## src/rtl/alu_arbiter.sv

```systemverilog
// Round-robin arbiter sharing one registered-latency ALU between two requesters.
// One operation in flight; result returned tagged with the issuing requester id.
module alu_arbiter #(
   parameter int unsigned WIDTH   = 32,
   parameter int unsigned SEL_W   = 3,
   parameter int unsigned ALU_LAT = 1
) (
   input  logic             clk,
   input  logic             rst,
   input  logic             req0_valid,
   output logic             req0_ready,
   input  logic [WIDTH-1:0] req0_rs1,
   input  logic [WIDTH-1:0] req0_rs2,
   input  logic [SEL_W-1:0] req0_sel,
   input  logic             req1_valid,
   output logic             req1_ready,
   input  logic [WIDTH-1:0] req1_rs1,
   input  logic [WIDTH-1:0] req1_rs2,
   input  logic [SEL_W-1:0] req1_sel,
   output logic [WIDTH-1:0] alu_rs1,
   output logic [WIDTH-1:0] alu_rs2,
   output logic [SEL_W-1:0] alu_sel,
   input  logic [WIDTH-1:0] alu_sal,
   output logic             rsp_valid,
   input  logic             rsp_ready,
   output logic             rsp_id,
   output logic [WIDTH-1:0] rsp_data,
   output logic             busy
);

   localparam int unsigned CNT_W = 4;

   typedef enum logic [1:0] {
      IDLE = 2'd0,
      EXEC = 2'd1,
      RESP = 2'd2
   } state_t;

   typedef struct packed {
      logic [WIDTH-1:0] rs1;
      logic [WIDTH-1:0] rs2;
      logic [SEL_W-1:0] sel;
   } op_t;

   state_t           state;
   state_t           state_nxt;
   logic [CNT_W-1:0] cnt;
   logic             last;
   logic             grant_valid;
   logic             grant_id;
   logic             accept;
   logic             cnt_done;
   op_t              op0;
   op_t              op1;
   op_t              grant_op;

   assign op0      = '{rs1: req0_rs1, rs2: req0_rs2, sel: req0_sel};
   assign op1      = '{rs1: req1_rs1, rs2: req1_rs2, sel: req1_sel};
   assign cnt_done = (cnt == '0);

   // State register; busy is registered from the next state so it tracks state exactly
   always_ff @(posedge clk) begin
      if (rst) begin
         state <= IDLE;
         busy  <= 1'b0;
      end else begin
         state <= state_nxt;
         busy  <= (state_nxt != IDLE);
      end
   end

   // Next-state logic
   always_comb begin
      state_nxt = state;
      unique case (state)
         IDLE:    if (accept)    state_nxt = EXEC;
         EXEC:    if (cnt_done)  state_nxt = RESP;
         RESP:    if (rsp_ready) state_nxt = IDLE;
         default:                state_nxt = IDLE;
      endcase
   end

   // Round-robin grant: on a tie the requester that did not win last time goes
   always_comb begin
      grant_valid = req0_valid | req1_valid;
      grant_id    = 1'b0;
      if (req0_valid && req1_valid) begin
         grant_id = ~last;
      end else if (req1_valid) begin
         grant_id = 1'b1;
      end
      grant_op   = grant_id ? op1 : op0;
      accept     = (state == IDLE) && grant_valid;
      req0_ready = accept && !grant_id;
      req1_ready = accept &&  grant_id;
   end

   // Operand, countdown and response registers
   always_ff @(posedge clk) begin
      if (rst) begin
         alu_rs1   <= '0;
         alu_rs2   <= '0;
         alu_sel   <= '0;
         rsp_valid <= 1'b0;
         rsp_id    <= 1'b0;
         rsp_data  <= '0;
         cnt       <= '0;
         last      <= 1'b1;
      end else begin
         unique case (state)
            IDLE: begin
               if (accept) begin
                  alu_rs1 <= grant_op.rs1;
                  alu_rs2 <= grant_op.rs2;
                  alu_sel <= grant_op.sel;
                  rsp_id  <= grant_id;
                  last    <= grant_id;
                  cnt     <= CNT_W'(ALU_LAT);
               end
            end
            EXEC: begin
               if (cnt_done) begin
                  rsp_data  <= alu_sal;
                  rsp_valid <= 1'b1;
               end else begin
                  cnt <= cnt - 1'b1;
               end
            end
            RESP: begin
               if (rsp_ready) begin
                  rsp_valid <= 1'b0;
               end
            end
            default: begin
               rsp_valid <= 1'b0;
            end
         endcase
      end
   end

endmodule

```

## config.mk

```make
export PLATFORM = sky130hd
export DESIGN_NAME = alu_arbiter
export DESIGN_NICKNAME = d
export VERILOG_FILES = /design/src/rtl/alu_arbiter.sv
export SDC_FILE = /design/constraint.sdc
export NUM_CORES = 1
export LEC_CHECK = 0
export ABC_AREA = 1
export CAP_MARGIN = 20
export CORE_MARGIN = 3
export CORE_UTILIZATION = 40
export CTS_CLUSTER_SIZE = 24
export DETAILED_ROUTE_END_ITERATION = 16
export HOLD_SLACK_MARGIN = 0.15
export PLACE_DENSITY = 0.94
export SETUP_SLACK_MARGIN = 0.4
export SLEW_MARGIN = 20
export SYNTH_ARGS = -nofsm -noshare
export SYNTH_HDL_FRONTEND = slang
export SYNTH_SLANG_ARGS = --single-unit
```

## constraint.sdc

```tcl
create_clock -name clk -period 2.4 [get_ports clk]
set_input_delay 0.24 -clock clk [delete_from_list [all_inputs] [get_ports clk]]
set_output_delay 0.24 -clock clk [all_outputs]
set_load 0.02 [all_outputs]
```

Yosys cells after proc, flatten, opt, wreduce, memory -nomap -nowiden
Cells that the tools add are included.
- output and inout port bits: 104
- logic and storage cells: 46
- register bits after elaboration: 109
- add/sub/neg operators: 1
- bitwise operators: 3
- muxes and demuxes: 13
- reduce and logical (&&, ||, !) cells: 13
- equal/unequal tests: 6
- operators with widths (operator ; count):
    $mux 67 ; 1
    $mux 4 ; 2
    $ne 2x2->1 const B ; 4
    $pmux 4 s2 ; 1
    $mux 2 ; 3
    $pmux 2 s3 ; 1
    $reduce_and 3->1 ; 2
    $logic_and 1x1->1 ; 4
    $logic_not 4->1 ; 1
    $mux 1 ; 4
    $reduce_and 2->1 ; 2
    $reduce_bool 2->1 ; 2
    $sub 4x1->4 const B ; 1
    $pmux 1 s3 ; 1
    $eq 2x1->1 const B ; 1
    $eq 2x2->1 const B ; 1
    $logic_not 2->1 ; 1
    $not 1->1 ; 2
    $logic_not 1->1 ; 1
    $or 1x1->1 ; 1

Longest topological paths before layout
- depth in word-level cells: 5
- depth in mapped cells: 8
- depth with buffers taken out: 8

Least setup slack after synthesis
Ideal clock, no wire load.
- path kind: reg-to-reg
- start: register cnt[0]
- end: register rsp_data[10]
- path buffers: 1
- data arrival time: 1.269 ns
- setup slack: 1.016 ns
- library setup time: 0.116 ns
- period minus slack after synthesis: 1.384 ns
- stages on the path, launching flop included: 9
- cell sequence: dfxtp_1 -> inv_1 -> ha_1 -> nand2_1 -> nor2_1 -> inv_1 -> buf_2 -> nor2_1 -> nor2_1
- longest elaborated chain between the ends: 2
- ends and longest elaborated chain (element ; line ; RTL):
    start, declared ; 47 ; logic [CNT_W-1:0] cnt;
    start signal, assigned ; 118 ; cnt <= CNT_W'(ALU_LAT);
    start signal, assigned ; 126 ; cnt <= cnt - 1'b1;
    $logic_not 4->1 ; 59 ; assign cnt_done = (cnt == '0);
    $reduce_and 2->1 (no line) ; - ;
    end signal, assigned ; 123 ; rsp_data <= alu_sal;
    end, declared ; 27 ; output logic [WIDTH-1:0] rsp_data,
Every way passes these cells.
A chain may end at the register's enable or synchronous reset.

Worst setup path in the final report
- start: register state[0]
- end: output req1_ready
- longest elaborated chain between the ends: 3
- ends and longest elaborated chain (element ; line ; RTL):
    start, declared ; 45 ; state_t state;
    start signal, assigned ; 67 ; state <= state_nxt;
    $logic_not 2->1 ; 93 ; accept = (state == IDLE) && grant_valid;
    $logic_and 1x1->1 ; 93 ;
    $logic_and 1x1->1 ; 95 ; req1_ready = accept && grant_id;
    end, declared ; 16 ; output logic req1_ready,
Every way passes these cells.

==> impl_metrics.env <==
export IMPL_critical_path_max_stage_delay_ps=400
export IMPL_cts_root_buffer="clkbuf_16"
export IMPL_synthCells=653
export IMPL_fin_setup_tns_ps=0
export IMPL_drt_vias_per_instance=4.93
export IMPL_status="completed"
export IMPL_cp_end_kind="primary output"
export IMPL_num_rows=38
export IMPL_clock_fmax_mhz=566
export IMPL_drive_gt1_share_pct=4.39
export IMPL_synth_xor_area_share_pct=0.195
export IMPL_final_min_clock_period_ps=1770
export IMPL_grt_pass1_wl_um=24000
export IMPL_ys_seq_area_share_pct=48.5
export IMPL_die_w_um=112
export IMPL_fill_cells=899
export IMPL_path_cells="nor2_1 -> o21ai_4 -> nor2_2 -> dlygate4sd2_1"
export IMPL_grt_overflow=0
export IMPL_layout_commonest_cell="clkdlybuf4s50_1"
export IMPL_drc=0
export IMPL_p_seq_share_pct=39.8
export IMPL_io_pins=275
export IMPL_synth_top_family_by_area="simple AND/OR/NAND/NOR gates"
export IMPL_synth_cell_types=21
export IMPL_muxShareOfSynthArea_pct=0
export IMPL_layout_common_cells="clkdlybuf4s50_1, nand2_1, dfxtp_1"
export IMPL_cp_startpoint="state[0]"
export IMPL_synth_seq_cells=109
export IMPL_area_growth_pct=69.1
export IMPL_combPwrFrac_pct=35.2
export IMPL_drv_slew=0
export IMPL_p_leak_nw=3.23
export IMPL_tightest_slew_ps=527
export IMPL_synth_net_count=826
export IMPL_rsz0062_at_grt="yes"
export IMPL_p_per_area_nw_per_um2=737
export IMPL_synth_compound_area_share_pct=8.53
export IMPL_min_to="rsp_id"
export IMPL_dieArea_sq_um=12600
export IMPL_io_buffers=274
export IMPL_r2r_start="cnt[0]"
export IMPL_setup_viol=0
export IMPL_core_area_sq_um=10900
export IMPL_power_share_clock_pct=25.0
export IMPL_grt_pass1_vias=4892
export IMPL_grt_max_degree=43
export IMPL_hp_start="rst"
export IMPL_intPower_mw=3.76
export IMPL_layout_nets=1080
export IMPL_place_gp_congestion=0.803
export IMPL_timing_rr_end="rsp_data[7]"
export IMPL_crit_path_max_fanout=4
export IMPL_path_class="reg2out"
export IMPL_post_synth_fa_ha_maj_area_fraction_pct=0.556
export IMPL_drt_initial_drc_count=374
export IMPL_hold_buffers=0
export IMPL_htreeDepth=3
export IMPL_routedWlPerCell_um=14.6
export IMPL_cp_required_ps=2160
export IMPL_initial_core_util_pct=41.2
export IMPL_crit_path_top_delay_cell="dlygate4sd2_1"
export IMPL_syn_avg_cell_area_sq_um=6.89
export IMPL_clk_insertion_delay_late_ps=330
export IMPL_antenna_cells=0
export IMPL_final_antenna_net_count=0
export IMPL_cts_tree="built"
export IMPL_slew_limit_headroom_pct=64.8
export IMPL_period_share_pct=73.7
export IMPL_worstSetupStartpointType="flip-flop"
export IMPL_switching_power_mw=1.84
export IMPL_hold_viol=0
export IMPL_switching_share_pct=32.9
export IMPL_path_clk_slew_ps=70
export IMPL_synth_cell_area_sq_um=4500
export IMPL_cts_made_buffers=9
export IMPL_fin_skew_ps=6.25
export IMPL_hold_class="in2reg"
export IMPL_worst_hold_path_num_cells=2
export IMPL_cap_violations=0
export IMPL_reg2reg_depth=7
export IMPL_crit_arrival_ps=1530
export IMPL_antenna_found_initial=0
export IMPL_fp_dieH_um=112
export IMPL_rrSetupSlack_ps=690
export IMPL_hpwlAfterDp_um=11300
export IMPL_vias=5186
export IMPL_vdd_ir_drop_worst_uv=504
export IMPL_post_route_util_pct=69.6
export IMPL_cts_buffer_depth=2
export IMPL_drt_first_pass_iters=5
export IMPL_drt_wl_total_um=15300
export IMPL_synthSimpleGateAreaFrac_pct=37.1
export IMPL_track_usage_pct=23.3
export IMPL_clock_sinks=109
export IMPL_ys_warn_count=0
what timing repair did:
item	4_1_cts	5_1_grt
gates cloned	0	0
setup buffers	0	0
resized for setup	2	1
hold endpoints to repair	0	0
setup endpoints to repair	2	18
kinds of logic (layout without fill, tap and decap cells):
kind of cell / count (synthesis) / after routing
and+or+nand+nor: 411 / 411
buffers and inverters: 54 / 313
AOI/OAI and AO/OA: 76 / 76
adders and majority gates: 2 / 2
xor gates and xnor gates: 1 / 1
DFF: 109 / 109
power groups by stage:
stage | Clock [mW] | Sequential, mW | Combinational [mW]
3_3_place_gp | 0 | 2.25 | 1.95
5_1_grt | 1.50 | 2.26 | 2.14
6_report | 1.40 | 2.23 | 1.97
4_1_cts | 1.43 | 2.23 | 1.99
3_5_place_dp | 0 | 2.27 | 1.98
2_1_floorplan | 0 | 2.57 | 0.664
cells in the mapped netlist:
library cell | number | area share, %
o21ai_2 | 1 | 0.19
nor2_4 | 1 | 0.25
ha_1 | 2 | 0.56
nor3_1 | 2 | 0.22
buf_2 | 15 | 1.7
nand2_1 | 244 | 20
nand2_2 | 1 | 0.14
nand3_1 | 86 | 9.6
o21ai_0 | 35 | 3.9
clkbuf_2 | 1 | 0.11
buf_1 | 9 | 0.75
xnor2_1 | 1 | 0.19
or2_2 | 1 | 0.14
a21oi_1 | 40 | 4.4
inv_1 | 8 | 0.67
inv_2 | 2 | 0.17
dfxtp_1 | 109 | 48
clkbuf_1 | 17 | 1.4
nor2_1 | 74 | 6.2
buf_4 | 2 | 0.33
nor2_2 | 2 | 0.28
flip-flops by register name, indices dropped and copies added (netlist names):
signal / cells
alu_rs2: 32
state: 2
rsp_id: 1
busy: 1
alu_sel: 3
last: 1
rsp_valid: 1
cnt: 4
rsp_data: 32
alu_rs1: 32
routing by layer:
layer,share of wire [%],up-vias,GRT usage (%)
met5,0,-,0
met2,51,205,41.3
met4,2.6,0,8.49
li1,-,2597,-
met3,8.0,30,6.52
met1,39,2354,26.7
stage by stage:
stage / hold slack [ps] / area, sq um / total power, mW / setup slack, ps / instances
after CTS: 177 / 7600 / 5.65 / 591 / 1052
after global placement: 441 / 7330 / 4.20 / 402 / 1036
final: 183 / 7610 / 5.60 / 632 / 1052
after floorplan: 375 / 4500 / 3.24 / 1020 / 653
after detailed placement: 441 / 7330 / 4.25 / 390 / 1036
after global routing: 200 / 7610 / 5.90 / 377 / 1052
final cells by class:
| class | count | area [sq um] | share of cell area [%] |
|---|---|---|---|
| Tap cell | 140 | 175 | 2.30 |
| Multi-Input combinational cell | 490 | 2100 | 27.6 |
| Inverter | 10 | 41.3 | 0.543 |
| Timing Repair Buffer | 287 | 2830 | 37.2 |
| Sequential cell | 109 | 2180 | 28.7 |
| Clock buffer | 12 | 256 | 3.37 |
| Clock inverter | 4 | 22.5 | 0.296 |
how the worst max path moves through the flow:
stage                        end  slack [ps]  depth (start not counted)
floorplan           rsp_data[10]        1020                          8
global placement      req0_ready         400                          6
detailed placement    req0_ready         390                          6
CTS                 rsp_data[23]         590                          7
global route        rsp_data[16]         380                          7
finish                req1_ready         630                          4
worst max-delay path, delay by kind of cell, from the launching register on:
family          cells  cell delay (ps)
buf+inv             1              400
simple gates        2              350
flops               1              320
compound gates      1              130
(Power assumes the default switching activity.)
